===== src/rtl/sort_sched_pkg.sv =====
// Shared types for the two-client sort scheduler: FSM states, client id and
// small helpers for mapping between client ids and one-hot grants.
package sort_sched_pkg;

  localparam int NUM_CLIENTS = 2;

  typedef enum logic [1:0] {
    IDLE  = 2'd0,
    LOAD  = 2'd1,
    DRAIN = 2'd2
  } state_e;

  typedef logic [$clog2(NUM_CLIENTS)-1:0] client_id_t;

  function automatic client_id_t other_client(input client_id_t id);
    return ~id;
  endfunction

  function automatic logic [NUM_CLIENTS-1:0] id_to_onehot(input client_id_t id);
    return id ? 2'b10 : 2'b01;
  endfunction

endpackage


===== src/rtl/rr_arb2.sv =====
// Two-input round-robin arbiter; the pointer names the favoured client and
// moves to the client that was not served whenever advance_i is pulsed.
module rr_arb2
  import sort_sched_pkg::*;
(
  input  logic                   clk,
  input  logic                   reset,
  input  logic [NUM_CLIENTS-1:0] req_i,
  input  logic                   advance_i,
  input  client_id_t             served_i,
  output logic [NUM_CLIENTS-1:0] gnt_o,
  output client_id_t             gnt_id_o
);

  client_id_t ptr_q, ptr_d;

  // NOTE: sequential state uses non-blocking assignments so every register
  // samples the values that existed before the clock edge.
  always_ff @(posedge clk) begin
    if (reset) begin
      ptr_q <= '0;
    end else begin
      ptr_q <= ptr_d;
    end
  end

  // NOTE: every variable gets a default before any branch, so no path can
  // leave it unassigned and infer a latch.
  always_comb begin
    ptr_d = ptr_q;
    if (advance_i) begin
      ptr_d = other_client(served_i);
    end
  end

  always_comb begin
    gnt_id_o = ptr_q;
    if (!req_i[ptr_q] && req_i[other_client(ptr_q)]) begin
      gnt_id_o = other_client(ptr_q);
    end
    gnt_o = req_i[gnt_id_o] ? id_to_onehot(gnt_id_o) : '0;
  end

endmodule


===== src/rtl/sort_sched.sv =====
// Round-robin scheduler sharing one streaming sorter between two clients.
// Define SORT_SCHED_WATCHDOG_EN to abort a stalled DRAIN after TIMEOUT cycles.
module sort_sched
  import sort_sched_pkg::*;
#(
  parameter int N       = 128,
  parameter int W       = 8,
  parameter int TIMEOUT = 4096
) (
  input  logic         clk,
  input  logic         reset,
  input  logic [1:0]   req,
  output logic [1:0]   gnt,
  input  logic [W-1:0] c0_data,
  input  logic         c0_valid,
  output logic         c0_ready,
  input  logic [W-1:0] c1_data,
  input  logic         c1_valid,
  output logic         c1_ready,
  output logic [W-1:0] srt_in,
  output logic         srt_en_in,
  input  logic [W-1:0] srt_out,
  input  logic         srt_en_out,
  output logic [W-1:0] out_data,
  output logic         out_valid,
  output logic         out_id,
  output logic         busy,
  output logic         err_timeout
);

  localparam int             CW   = $clog2(N + 1);
  localparam logic [CW-1:0]  LAST = CW'(N - 1);

  state_e        state_q, state_d;
  logic [1:0]    gnt_q, gnt_d;
  client_id_t    owner_q, owner_d;
  logic [CW-1:0] in_cnt_q, in_cnt_d;
  logic [CW-1:0] out_cnt_q, out_cnt_d;
  logic [W-1:0]  srt_in_q, srt_in_d;
  logic          srt_en_in_q, srt_en_in_d;
  logic [W-1:0]  out_data_q, out_data_d;
  logic          out_valid_q, out_valid_d;
  client_id_t    out_id_q, out_id_d;
  logic          err_q, err_d;

  logic          advance;
  logic [1:0]    arb_gnt;
  client_id_t    arb_id;
  logic          accept;
  logic [W-1:0]  key_sel;
  logic          wd_expire;

  rr_arb2 u_arb (
    .clk       (clk),
    .reset     (reset),
    .req_i     (req),
    .advance_i (advance),
    .served_i  (owner_q),
    .gnt_o     (arb_gnt),
    .gnt_id_o  (arb_id)
  );

  assign c0_ready = (state_q == LOAD) && gnt_q[0];
  assign c1_ready = (state_q == LOAD) && gnt_q[1];
  assign accept   = (c0_valid && c0_ready) || (c1_valid && c1_ready);
  assign key_sel  = owner_q ? c1_data : c0_data;

`ifdef SORT_SCHED_WATCHDOG_EN
  localparam int TW = $clog2(TIMEOUT + 1);

  logic [TW-1:0] wd_cnt_q, wd_cnt_d;

  // Counts consecutive DRAIN cycles without a sorter beat.
  always_comb begin
    wd_cnt_d  = '0;
    wd_expire = 1'b0;
    if (state_q == DRAIN && !srt_en_out) begin
      wd_cnt_d  = wd_cnt_q + TW'(1);
      wd_expire = (wd_cnt_d == TW'(TIMEOUT));
    end
  end

  always_ff @(posedge clk) begin
    if (reset) begin
      wd_cnt_q <= '0;
    end else begin
      wd_cnt_q <= wd_cnt_d;
    end
  end
`else
  assign wd_expire = 1'b0;
`endif

  always_comb begin
    state_d     = state_q;
    gnt_d       = gnt_q;
    owner_d     = owner_q;
    in_cnt_d    = in_cnt_q;
    out_cnt_d   = out_cnt_q;
    srt_in_d    = srt_in_q;
    srt_en_in_d = 1'b0;
    out_data_d  = out_data_q;
    out_valid_d = 1'b0;
    out_id_d    = out_id_q;
    err_d       = 1'b0;
    advance     = 1'b0;

    unique case (state_q)
      IDLE: begin
        if (|req) begin
          state_d   = LOAD;
          gnt_d     = arb_gnt;
          owner_d   = arb_id;
          in_cnt_d  = '0;
          out_cnt_d = '0;
        end
      end

      LOAD: begin
        if (accept) begin
          srt_in_d    = key_sel;
          srt_en_in_d = 1'b1;
          in_cnt_d    = in_cnt_q + CW'(1);
          if (in_cnt_q == LAST) begin
            state_d = DRAIN;
          end
        end
      end

      DRAIN: begin
        if (srt_en_out) begin
          out_data_d  = srt_out;
          out_valid_d = 1'b1;
          out_id_d    = owner_q;
          out_cnt_d   = out_cnt_q + CW'(1);
          if (out_cnt_q == LAST) begin
            state_d = IDLE;
            gnt_d   = '0;
            advance = 1'b1;
          end
        end else if (wd_expire) begin
          // Abandon the stalled frame; the other client is favoured next.
          err_d   = 1'b1;
          state_d = IDLE;
          gnt_d   = '0;
          advance = 1'b1;
        end
      end

      default: state_d = IDLE;
    endcase
  end

  always_ff @(posedge clk) begin
    if (reset) begin
      state_q     <= IDLE;
      gnt_q       <= '0;
      owner_q     <= '0;
      in_cnt_q    <= '0;
      out_cnt_q   <= '0;
      srt_in_q    <= '0;
      srt_en_in_q <= 1'b0;
      out_data_q  <= '0;
      out_valid_q <= 1'b0;
      out_id_q    <= '0;
      err_q       <= 1'b0;
    end else begin
      state_q     <= state_d;
      gnt_q       <= gnt_d;
      owner_q     <= owner_d;
      in_cnt_q    <= in_cnt_d;
      out_cnt_q   <= out_cnt_d;
      srt_in_q    <= srt_in_d;
      srt_en_in_q <= srt_en_in_d;
      out_data_q  <= out_data_d;
      out_valid_q <= out_valid_d;
      out_id_q    <= out_id_d;
      err_q       <= err_d;
    end
  end

  assign gnt         = gnt_q;
  assign srt_in      = srt_in_q;
  assign srt_en_in   = srt_en_in_q;
  assign out_data    = out_data_q;
  assign out_valid   = out_valid_q;
  assign out_id      = out_id_q;
  assign busy        = (state_q != IDLE);
  assign err_timeout = err_q;

endmodule

===== config.mk =====
export PLATFORM = sky130hd
export DESIGN_NAME = sort_sched
export DESIGN_NICKNAME = d
export VERILOG_FILES = /design/src/rtl/sort_sched_pkg.sv /design/src/rtl/rr_arb2.sv /design/src/rtl/sort_sched.sv
export SDC_FILE = /design/constraint.sdc
export NUM_CORES = 1
export LEC_CHECK = 0
export BUFFER_PORTS_ARGS = -buffer_cell sky130_fd_sc_hd__buf_4
export CAP_MARGIN = 25
export CORE_MARGIN = 2
export CORE_UTILIZATION = 35
export CTS_CLUSTER_SIZE = 16
export DETAILED_ROUTE_END_ITERATION = 10
export REMOVE_ABC_BUFFERS = 1
export SLEW_MARGIN = 20
export SYNTH_ARGS = -nofsm -noshare
export SYNTH_HDL_FRONTEND = slang
export SYNTH_SLANG_ARGS = --single-unit

===== constraint.sdc =====
create_clock -name clk -period 1.48 [get_ports clk]
set_input_delay 0.074 -clock clk [delete_from_list [all_inputs] [get_ports clk]]
set_output_delay 0.074 -clock clk [all_outputs]
set_load 0.03 [all_outputs]

Word-level counts from Yosys, hierarchy flattened
Cells that the tools add are included.
{"block": "word_totals", "reg_bits": 41, "latchBits": 0, "mem_bits_rw": 0, "rom_bits": 0, "in_bits": 31, "out_inout_bits": 25, "elab_cells": 78, "memories": 0}
{"block": "op_classes", "add_sub_neg": 2, "n_mul": 0, "div_mod_pow": 0, "n_lt_le_gt_ge": 3, "n_eq_ne": 9, "n_shift": 0, "muxes": 28, "bitwise_logic": 4, "reduce_logical": 21}
{"operator": "8-bit two-way mux", "count": 4}
{"operator": "8-bit one-hot mux with 2 select lines", "count": 2}
{"operator": "8-bit by 1-bit adder with 8-bit output, second input constant", "count": 2}
{"operator": "8-bit by 7-bit == test with 1-bit output, second input constant", "count": 2}
{"operator": "2-bit two-way mux", "count": 8}
{"operator": "1-bit two-way mux", "count": 12}
{"operator": "2-bit inequality test, second input constant", "count": 4}
{"operator": "1-bit by 2-bit less-than comparator with 1-bit output, second input constant", "count": 3}
{"operator": "2-bit one-hot mux with 3 select lines", "count": 1}
{"operator": "2-bit AND reduction", "count": 3}
{"operator": "3-bit AND reduction", "count": 2}
{"operator": "2-bit nonzero test", "count": 3}
{"operator": "2-bit OR reduction", "count": 3}
{"operator": "1-bit logical AND", "count": 5}
{"operator": "5-bit AND reduction", "count": 1}
{"operator": "1-bit NOT", "count": 4}
{"operator": "2-bit one-hot mux with 2 select lines", "count": 1}
{"operator": "4-bit AND reduction", "count": 1}
{"operator": "2-bit by 1-bit == test with 1-bit output, second input constant", "count": 1}
{"operator": "2-bit == test, second input constant", "count": 1}
{"operator": "2-bit logical NOT", "count": 1}
{"operator": "2-bit by 1-bit inequality test with 1-bit output, second input constant", "count": 1}
{"operator": "1-bit logical NOT", "count": 1}
{"operator": "1-bit logical OR", "count": 1}

Depth between registers and ports, before layout
Gate-level depths: netlist of the first run.
{"block": "logic_depth", "depth_word": 10, "ltp_mapped": 8, "mapped_depth_nobuf": 5}

Cells and area by module
A second synthesis of the first run with hierarchy kept.
{"block": "hier_totals", "cells_unflattened": 211, "hier_area_um2": 1833.0}
{"mod": "sort_sched", "n_inst": 1, "cells_each": 204, "area_per_inst_um2": 1769.2}
{"mod": "rr_arb2", "n_inst": 1, "cells_each": 7, "area_per_inst_um2": 63.8}

Worst setup path after synthesis of the first run
OpenSTA, ideal clock, no wires.
{"block": "synth_timing", "kind": "reg2reg", "from": "register gnt_q[0] (netlist: gnt[0])", "to": "register in_cnt_q[7]", "setup_ns": 0.071, "arrival_ns": 1.584, "path_slack_ns": -0.174, "path_stages_with_launch": 5, "period_less_slack_ns": 1.654, "path_cell_list": "dfxtp_1 > a22o_1 > a22oi_1 > or4_1 > a21oi_1"}
{"block": "synth_between", "elab_chain_len": 5}
{"item": "start: declaration", "line": "sort_sched.sv:35", "rtl": "logic [1:0] gnt_q, gnt_d;"}
{"item": "start signal: assignment", "line": "sort_sched.sv:169", "rtl": "gnt_q <= gnt_d;"}
{"item": "1-bit logical AND", "line": "sort_sched.sv:63", "rtl": "assign c0_ready = (state_q == LOAD) && gnt_q[0];"}
{"item": "1-bit logical AND", "line": "sort_sched.sv:65", "rtl": "assign accept = (c0_valid && c0_ready) || (c1_valid && c1_ready);"}
{"item": "1-bit logical OR", "line": "sort_sched.sv:65"}
{"item": "2-bit inequality test (no source line)"}
{"item": "3-bit AND reduction (no source line)"}
{"item": "end signal: assignment", "line": "sort_sched.sv:171", "rtl": "in_cnt_q <= in_cnt_d;"}
{"item": "end: declaration", "line": "sort_sched.sv:37", "rtl": "logic [CW-1:0] in_cnt_q, in_cnt_d;"}
No other way between the ends.
A chain may end at the register's enable or synchronous reset.

Final worst setup path of the first run
{"block": "layout_timing", "from": "register state_q[1]", "to": "register out_cnt_q[3]"}
{"block": "layout_between", "elab_chain_len": 3}
{"item": "start: declaration", "line": "sort_sched.sv:34", "rtl": "state_e state_q, state_d;"}
{"item": "start signal: assignment", "line": "sort_sched.sv:168", "rtl": "state_q <= state_d;"}
{"item": "2-bit == test / 2-bit logical NOT (equally long branches)", "line": "sort_sched.sv:108", "rtl": "unique case (state_q)"}
{"item": "2-bit inequality test (no source line) / 2-bit nonzero test (equally long branches)"}
{"item": "3-bit AND reduction (no source line)"}
{"item": "end signal: assignment", "line": "sort_sched.sv:172", "rtl": "out_cnt_q <= out_cnt_d;"}
{"item": "end: declaration", "line": "sort_sched.sv:38", "rtl": "logic [CW-1:0] out_cnt_q, out_cnt_d;"}
Parallel ways exist; a longest one is shown, timed or not.

==> run_results.csv, run 1 <==
group,metric,value,unit
status,status,"finished, violations left",
status,violations,"setup timing",
power,p_total,2.24,mW
job,drv_cap,0,
worst_setup_path,crit_slowest_cell,"or4_1",
worst_setup_path,crit_buf_inv,0,
placement,hpwl,3340,um
detailed_routing,route.vias.total,1782,
worst_setup_path,r2r_end,"out_cnt_q[3]",
synthesis,netlist_area,1830,sq um
floorplanning,fp.dieW,76.2,um
floorplanning,core_area,5070,sq um
floorplanning,rows,26,
power,leakagePower,1.13,nW
floorplanning,initial_core_util,36.0,%
synthesis,synthTopCellsByArea,"dfxtp_1, nand2_1, a21oi_1",
cts,htreeDepth,2,
min_path,min_path_type,"primary input to flop",
min_path,hp-start,"srt_out[5]",
min_path,hold_path_end,"out_data[5]",
timing,finalSetupViolCount,6,
detailed_routing,drt_first_pass_iters,6,
synthesis,yosys_warnings,0,
detailed_routing,wl_per_cell,12.6,um
global_route,grt_pass1_vias,1700,
synthesis,synthArstFlopShare,0,%
worst_setup_path,end_kind,"flop",
synthesis,synth_top_area_share,45.0,%
finish,syn2layout_area_growth,49.3,%
worst_setup_path,critical-path-max-stage-delay,0.52,ns
worst_setup_path,cpLargestDelayFamily,"simple AND/OR/NAND/NOR gates",
cts,cts.sinks,41,
finish,design_area,2730,sq um
floorplanning,dieArea,5810,sq um
global_route,antenna_found_initial,0,
detailed_routing,drt-initial-drc-count,67,
worst_setup_path,critPathLaunchType,"flop",
timing,fmax,0.658,GHz
min_path,hold_depth,3,
detailed_routing,drc,0,
finish,stdcell_count,367,
timing,period_needed,1.52,ns
timing,fin_worst_skew,0.00628,ns
worst_setup_path,reg2reg_slack,-0.04,ns
worst_setup_path,crit_cells,4,
cts,cts_tree,"yes",
power,power_density,822,nW/um^2
placement,dp_cells,352,
detailed_routing,viasPerCell,4.86,
worst_setup_path,crit_chain,"nor2b_4 > or3_4 > or4_1 > nand2_1",
cts,clk_latency,0.29,ns
detailed_routing,wl,4640,um
global_route,grtUsageTotal,16.2,%
floorplanning,ios,56,
finish,nNetsFinal,329,
placement,dp_slack,-0.0906,ns
floorplanning,die_y,76.2,um
timing,fin_ws,-0.0387,ns
synthesis,synth.largest_area_cell,"dfxtp_1",
placement,place_area,2470,sq um
finish,drive_gt1_share,39.4,%
placement,port-buffer-count,54,
worst_setup_path,arrival,1.76,ns
timing,rsz0062_at_grt,"true",
timing,hold_viol,0,
global_route,grt_pass1_wl,7710,um
worst_setup_path,critPathMaxFanout,6,
cts,path_clk_slew,0.08,ns
synthesis,synthFlopType,"dfxtp_1",
global_route,grt_max_degree,31,
cts,cts_made_buffers,5,
worst_setup_path,rr_startpoint,"state_q[1]",
cts,ctsHoldBuffers,0,
cts,root_buffer,"clkbuf_8",
worst_setup_path,crit_type,"flop to flop",
detailed_routing,ant_nets,0,
placement,gp_congestion,0.851,
cts,clock_path_buffers,2,
synthesis,syn_avg_cell_area,8.53,sq um
power,ir_drop,0.447,mV
timing,drv_slew,0,
worst_setup_path,cp.required,1.73,ns
synthesis,synth.ff_latch_count,41,
timing,fin_crit_sh,103,%
synthesis,synth.yosys.seq_area_share,45.0,%
synthesis,synthMostInstantiatedCell,"dfxtp_1",
worst_setup_path,ff2ff_path_depth,4,
synthesis,synthTopCellsByCount,"dfxtp_1, nand2_1, nor2_1",
synthesis,synthCells,214,
synthesis,ys_types,42,
global_route,overflow,0,
finish,postLayoutCoreUtil,53.7,%
finish,antennaDiodeCount,0,
synthesis,synth_edf_count,0,
[power breakdown]
part | leakage, nW | internal, mW | switching [mW] | total [mW]
Clock | 0.0512 | 0.378 | 0.391 | 0.769
Sequential | 0.333 | 1.12 | 0.0102 | 1.13
Combinational | 0.747 | 0.178 | 0.163 | 0.341
Total | 1.13 | 1.68 | 0.565 | 2.24
[worst max-delay path by stage]
stage,start,to,slack (ns)
final,state_q[1],out_cnt_q[3],-0.04
after global placement,state_q[1],out_cnt_q[7],-0.07
after floorplan,state_q[0],in_cnt_q[7],-0.23
after global routing,state_q[1],out_cnt_q[3],-0.09
after detailed placement,state_q[1],out_cnt_q[7],-0.09
after CTS,state_q[1],out_cnt_q[5],-0.02
[cells in the final DEF (no fill, tap or decap), types with 3 or more instances in the layout]
cell type and instances:
buf_4 82, dfxtp_1 38, nand2_1 28, nor2_1 20, a21oi_1 18, a211oi_1 10
nand3_1 9, mux2i_1 9, buf_6 7, clkbuf_8 6, inv_1 4, xor2_1 4
or4_1 4, and2_4 3, nand4_1 3, o21ai_1 3, dfxtp_2 3
[worst reg2reg max path, stage by stage (launching register included)]
cell and delay (ns):
dfxtp_2 0.34, nor2b_4 0.13, or3_4 0.41, or4_1 0.53, nand2_1 0.06
[per-layer routing]
layer	up-vias	global-route usage (%)	share of wire (%)
met5	-	0	0
met4	0	5.82	1.3
met3	4	4.50	5.2
met2	54	26.6	48
met1	806	20.4	46
li1	918	-	-
[sequential cells by signal, summed over array words and instances (netlist names)]
signal	flops
state_q	2
owner_q	1
in_cnt_q	8
srt_in	8
srt_en_in	1
out_valid	1
out_cnt_q	8
out_data	8
u_arb.ptr_q	1
gnt	2
out_id	1
[layout make-up]
cell class / instances / area, sq um
Sequential cell: 41 / 825
Clock inverter: 2 / 13.8
Tap cell: 70 / 87.6
Inverter: 4 / 15.0
Multi-Input combinational cell: 154 / 987
Fill cell: 506 / 2350
Timing Repair Buffer: 90 / 714
Clock buffer: 6 / 82.6
[kinds of logic after synthesis]
logic type	count (synthesis)	share of synthesized area (%)
other	1	0.205
adders and majority gates	2	1.37
and+or+nand+nor	91	24.9
muxes	9	4.94
xor gates and xnor gates	5	2.40
DFF	41	45.0
AOI/OAI and AO/OA	46	16.0
buffers and inverters	19	5.21
[stage by stage]
| step | TNS [ns] | hold slack [ns] |
|---|---|---|
| after global placement | -0.118 | 0.324 |
| after CTS | -0.0331 | 0.0174 |
| after detailed placement | -0.310 | 0.336 |
| final | -0.105 | 0.0198 |
| after floorplan | -1.57 | 0.143 |
| after global routing | -0.503 | 0.0132 |
[what timing repair did]
| item | 4_1_cts | 5_1_grt |
|---|---|---|
| gates cloned | 0 | 0 |
| buffers inserted | 4 | 3 |
| resized for setup | 11 | 15 |
| setup endpoints to repair | 10 | 15 |
| pin swaps | 7 | 9 |
| hold endpoints to repair | 0 | 0 |
No activity file was read; power rests on OpenSTA's default activity.
==> inputs of run 2 (changes only) <==
- clock period: 1.48 -> 1.3 ns (I/O delays scaled with it)
==> run 2 against run 1 <==
  * Final area grew 6.0%
  * Core utilization rose by 3.2 points
  * Highest routed layer unchanged
  * Combinational power up 26%
  * Critical path type unchanged
  * Total power rose by 10%
  * Sequential share of layout area is 1.5 points lower
  * Worst setup slack lost 0.19 ns
  * The flow still finishes with violations (setup timing)
==> run_results.csv, run 2 (synthesis gave the netlist of run 1 again) <==
group,metric,value,unit
status,status,"finished, violations left",
status,violations,"setup timing",
global_route,grt_pass1_wl,7920,um
min_path,min_path_type,"primary input to flop",
cts,clk_latency,0.29,ns
floorplanning,initial_core_util,36.0,%
finish,fillCellCount,493,
finish,antennaDiodeCount,0,
power,ir_drop,0.414,mV
cts,cts_made_buffers,5,
floorplanning,ios,56,
finish,postLayoutCoreUtil,56.9,%
timing,rsz0062_at_grt,"true",
timing,period_needed,1.53,ns
worst_setup_path,ff2ff_path_depth,5,
global_route,grtUsageTotal,16.8,%
cts,clock_path_buffers,2,
worst_setup_path,crit_type,"flop to flop",
worst_setup_path,reg2reg_slack,-0.23,ns
min_path,hold_depth,3,
floorplanning,rows,26,
cts,root_buffer,"clkbuf_8",
global_route,grt_max_degree,31,
finish,final_common_cell,"buf_4",
floorplanning,dieArea,5810,sq um
placement,dp_cells,367,
power,leakagePower,1.21,nW
detailed_routing,viasPerCell,4.86,
cts,cts_tree,"yes",
worst_setup_path,cp.required,1.53,ns
cts,ctsHoldBuffers,0,
global_route,overflow,0,
worst_setup_path,r2r_end,"out_cnt_q[2]",
global_route,antenna_found_initial,0,
job,drv_cap,0,
detailed_routing,wl_per_cell,12.5,um
placement,port-buffer-count,54,
detailed_routing,wl,4740,um
detailed_routing,drc,0,
cts,htreeDepth,2,
finish,syn2layout_area_growth,58.2,%
worst_setup_path,critPathMaxFanout,6,
timing,fin_crit_sh,117,%
detailed_routing,drt-initial-drc-count,49,
floorplanning,core_area,5070,sq um
timing,fin_ws,-0.225,ns
timing,drv_slew,0,
global_route,grt_pass1_vias,1742,
finish,design_area,2890,sq um
worst_setup_path,end_kind,"flop",
floorplanning,die_y,76.2,um
floorplanning,fp.dieW,76.2,um
worst_setup_path,rr_startpoint,"state_q[1]",
detailed_routing,ant_nets,0,
worst_setup_path,arrival,1.76,ns
placement,dp_slack,-0.269,ns
finish,nNetsFinal,345,
worst_setup_path,crit_chain,"nor2b_4 > or3_4 > buf_6 > or4_4 > nand2_2",
timing,hold_viol,0,
cts,path_clk_slew,0.07,ns
detailed_routing,route.vias.total,1852,
finish,regArea,830,sq um
detailed_routing,drt_first_pass_iters,4,
placement,gp_congestion,0.795,
finish,most-common-layout-cells,"buf_4, dfxtp_1, nand2_1, nor2_1, a21oi_1",
placement,place_area,2590,sq um
timing,fmax,0.656,GHz
worst_setup_path,crit_slowest_cell,"or3_4",
cts,cts.sinks,41,
timing,finalSetupViolCount,23,
power,power_density,858,nW/um^2
worst_setup_path,critical-path-max-stage-delay,0.41,ns
timing,hold_slack,0.0292,ns
worst_setup_path,critPathLaunchType,"flop",
min_path,hp-start,"srt_out[7]",
finish,drive_gt1_share,45.3,%
finish,stdcell_count,381,
finish,multi_input_area,1010,sq um
min_path,hold_path_end,"out_data[7]",
timing,fin_worst_skew,0.00746,ns
placement,hpwl,3450,um
-- run 2: timing repair --
item | CTS | global route
buffers inserted | 6 | 1
cloned | 0 | 1
setup endpoints to repair | 28 | 39
pin swaps | 18 | 7
gates resized for setup | 22 | 17
-- run 2: worst max-delay path by stage --
| stage | start | to | slack (ns) | cells after the start |
|---|---|---|---|---|
| 2_1_floorplan | state_q[0] | in_cnt_q[7] | -0.41 | 4 |
| 3_3_place_gp | state_q[1] | out_cnt_q[7] | -0.25 | 4 |
| 3_5_place_dp | state_q[1] | out_cnt_q[7] | -0.27 | 4 |
| 4_1_cts | state_q[1] | out_cnt_q[2] | -0.22 | 5 |
| 5_1_grt | state_q[1] | out_cnt_q[2] | -0.27 | 5 |
| 6_report | state_q[1] | out_cnt_q[2] | -0.23 | 5 |
-- run 2: area by class of cell --
cell class / instances / share of cell area, %
Timing Repair Buffer: 106 / 30.3
Sequential cell: 41 / 28.7
Tap cell: 70 / 3.03
Multi-Input combinational cell: 154 / 34.8
Inverter: 4 / 0.520
Clock inverter: 1 / 0.173
Clock buffer: 5 / 2.38
-- run 2: per-layer routing --
layer | routed length [um] | GRT usage, %
met1 | 2130 | 21.2
met4 | 42 | 6.55
met5 | 0 | 0
met2 | 2360 | 27.7
met3 | 214 | 4.15
-- run 2: power by group --
group	total (mW)	switching (mW)	internal [mW]
clock network	0.760	0.406	0.353
logic	0.431	0.197	0.234
registers	1.29	0.0114	1.27
-- run 2: stage by stage --
| stage | power [mW] | setup TNS [ns] |
|---|---|---|
| floorplan | 1.46 | -4.85 |
| global placement | 1.68 | -3.00 |
| detailed placement | 1.68 | -3.26 |
| CTS | 2.49 | -2.03 |
| global route | 2.60 | -3.89 |
| finish | 2.48 | -2.15 |
-- run 2: worst max-delay path: cells and delay by family (launching register included) --
kind	cells	cell delay [ns]
flops	1	0.34
buf+inv	1	0.13
simple gates	4	1.00
==> inputs of run 3 (changes only) <==
- clock period: 1.3 -> 1.2 ns (I/O delays scaled with it)
==> run 3 against run 2 <==
  * The run still ends with setup timing left
  * Total power is 17% higher
  * Global-route usage rose by 1.6 points
  * Clock skew down 0.0017 ns
  * Critical path type unchanged
  * Largest cell class unchanged
==> run_results.csv, run 3 (synthesis gave the netlist of run 1 again) <==
group,metric,value,unit
status,status,"finished, violations left",
status,violations,"setup timing",
power,clockPowerShare,34.8,%
finish,final_common_cell,"buf_4",
worst_setup_path,r2r_end,"out_cnt_q[2]",
power,p_int,2.16,mW
power,ir_drop,0.539,mV
detailed_routing,drt-initial-drc-count,101,
cts,clk_latency,0.29,ns
global_route,grt_pass1_vias,1858,
floorplanning,dieArea,5810,sq um
timing,fin_worst_skew,0.00580,ns
worst_setup_path,end_kind,"flop",
worst_setup_path,rr_startpoint,"state_q[1]",
timing,drv_slew,0,
worst_setup_path,reg2reg_slack,-0.29,ns
power,comb_power_share,17.1,%
detailed_routing,route.vias.total,1941,
finish,most-common-layout-cells,"buf_4, dfxtp_1, nor2_1, buf_6, nand2_1",
cts,cts_made_buffers,5,
power,swShare,25.6,%
worst_setup_path,critPathLaunchType,"flop",
placement,dp_cells,371,
job,drv_cap,0,
floorplanning,core_area,5070,sq um
detailed_routing,drt_first_pass_iters,6,
cts,path_clk_slew,0.08,ns
timing,finalSetupViolCount,38,
finish,drive_gt1_share,57.0,%
detailed_routing,wl_per_cell,14.5,um
global_route,grt_max_degree,31,
timing,period_needed,1.49,ns
worst_setup_path,ff2ff_path_depth,5,
placement,port-buffer-count,54,
worst_setup_path,crit_type,"flop to flop",
finish,antennaDiodeCount,0,
finish,syn2layout_area_growth,74.9,%
detailed_routing,wl,5690,um
power,power_density,908,nW/um^2
worst_setup_path,critPathMaxFanout,5,
placement,dp_slack,-0.372,ns
global_route,overflow,0,
finish,design_area,3190,sq um
cts,cts_tree,"yes",
global_route,grtUsageTotal,18.4,%
placement,place_area,2620,sq um
detailed_routing,viasPerCell,4.96,
floorplanning,rows,26,
power,p_seq_share,48.1,%
cts,cts.sinks,41,
worst_setup_path,crit_start,"state_q[1]",
floorplanning,die_y,76.2,um
placement,hpwl,3630,um
cts,htreeDepth,2,
floorplanning,fp.dieW,76.2,um
timing,fmax,0.671,GHz
floorplanning,ios,56,
power,switching_power,0.743,mW
cts,root_buffer,"clkbuf_8",
global_route,grt_pass1_wl,8710,um
global_route,antenna_found_initial,0,
worst_setup_path,arrival,1.73,ns
timing,hold_viol,0,
min_path,min_path_type,"primary input to flop",
power,leakagePower,1.34,nW
finish,stdcell_count,391,
floorplanning,initial_core_util,36.0,%
timing,setup_tns,-5.64,ns
placement,gp_congestion,0.788,
cts,clock_path_buffers,2,
timing,fin_crit_sh,124,%
worst_setup_path,cp.required,1.44,ns
finish,fillCellCount,454,
detailed_routing,drc,0,
detailed_routing,ant_nets,0,
worst_setup_path,cp-endpoint,"out_cnt_q[2]",
timing,fin_ws,-0.290,ns
timing,rsz0062_at_grt,"true",
finish,nNetsFinal,353,
-- run 3: power by group through the flow --
stage	combinational [mW]	sequential (mW)	clock (mW)
global route	0.530	1.40	1.10
floorplan	0.115	1.47	0
finish	0.495	1.40	1.01
detailed placement	0.403	1.43	0
global placement	0.399	1.43	0
CTS	0.464	1.40	1.02
-- run 3: how the worst min path moves through the flow --
stage | startpoint | to | slack [ns] | cells after the start
detailed placement | srt_out[3] | out_data[3] | 0.32 | 3
global route | srt_out[0] | out_data[0] | 0.008 | 3
global placement | srt_out[4] | out_data[4] | 0.31 | 3
CTS | srt_out[3] | out_data[3] | 0.007 | 3
floorplan | reset | gnt[0] | 0.13 | 1
finish | srt_out[1] | out_data[1] | 0.02 | 3
-- run 3: through the flow --
stage	total power [mW]	utilization [%]	hold WS, ns
6_report	2.90	62.9	0.0160
5_1_grt	3.02	62.9	0.00782
4_1_cts	2.88	57.9	0.00670
3_5_place_dp	1.83	51.7	0.317
3_3_place_gp	1.83	51.7	0.309
2_1_floorplan	1.58	-	0.129
-- run 3: layout make-up --
cell class	instances	area, sq um	share of cell area (%)
clock buffers	7	96.3	3.02
inverters	4	17.5	0.549
well taps	70	87.6	2.74
clock inverters	1	5.00	0.157
repair buffers	114	970	30.4
multi-input cells	154	1190	37.1
flip-flops and latches	41	831	26.0
-- run 3: timing repair --
action                                 in CTS  in global routing
resized for setup                          41                 50
gates cloned                                1                  1
hold buffers                                0                  1
buffers inserted                            6                  5
setup endpoints to repair                  40                 41
endpoints found under the hold margin       0                  1
pin swaps                                  31                 26
-- run 3: critical path, stage by stage, from the launching register on --
cell,delay [ns]
dfxtp_2,0.33
nor2b_4,0.12
or3_4,0.40
buf_6,0.13
or4_1,0.39
nand2_1,0.07
-- run 3: per-layer routing --
metal | track usage [%] | vias up | share of wire, %
met1 | 23.2 | 921 | 42
met5 | 0 | - | 0
met4 | 6.00 | 0 | 1.3
met3 | 4.03 | 5 | 4.1
li1 | - | 963 | -
met2 | 31.2 | 52 | 53
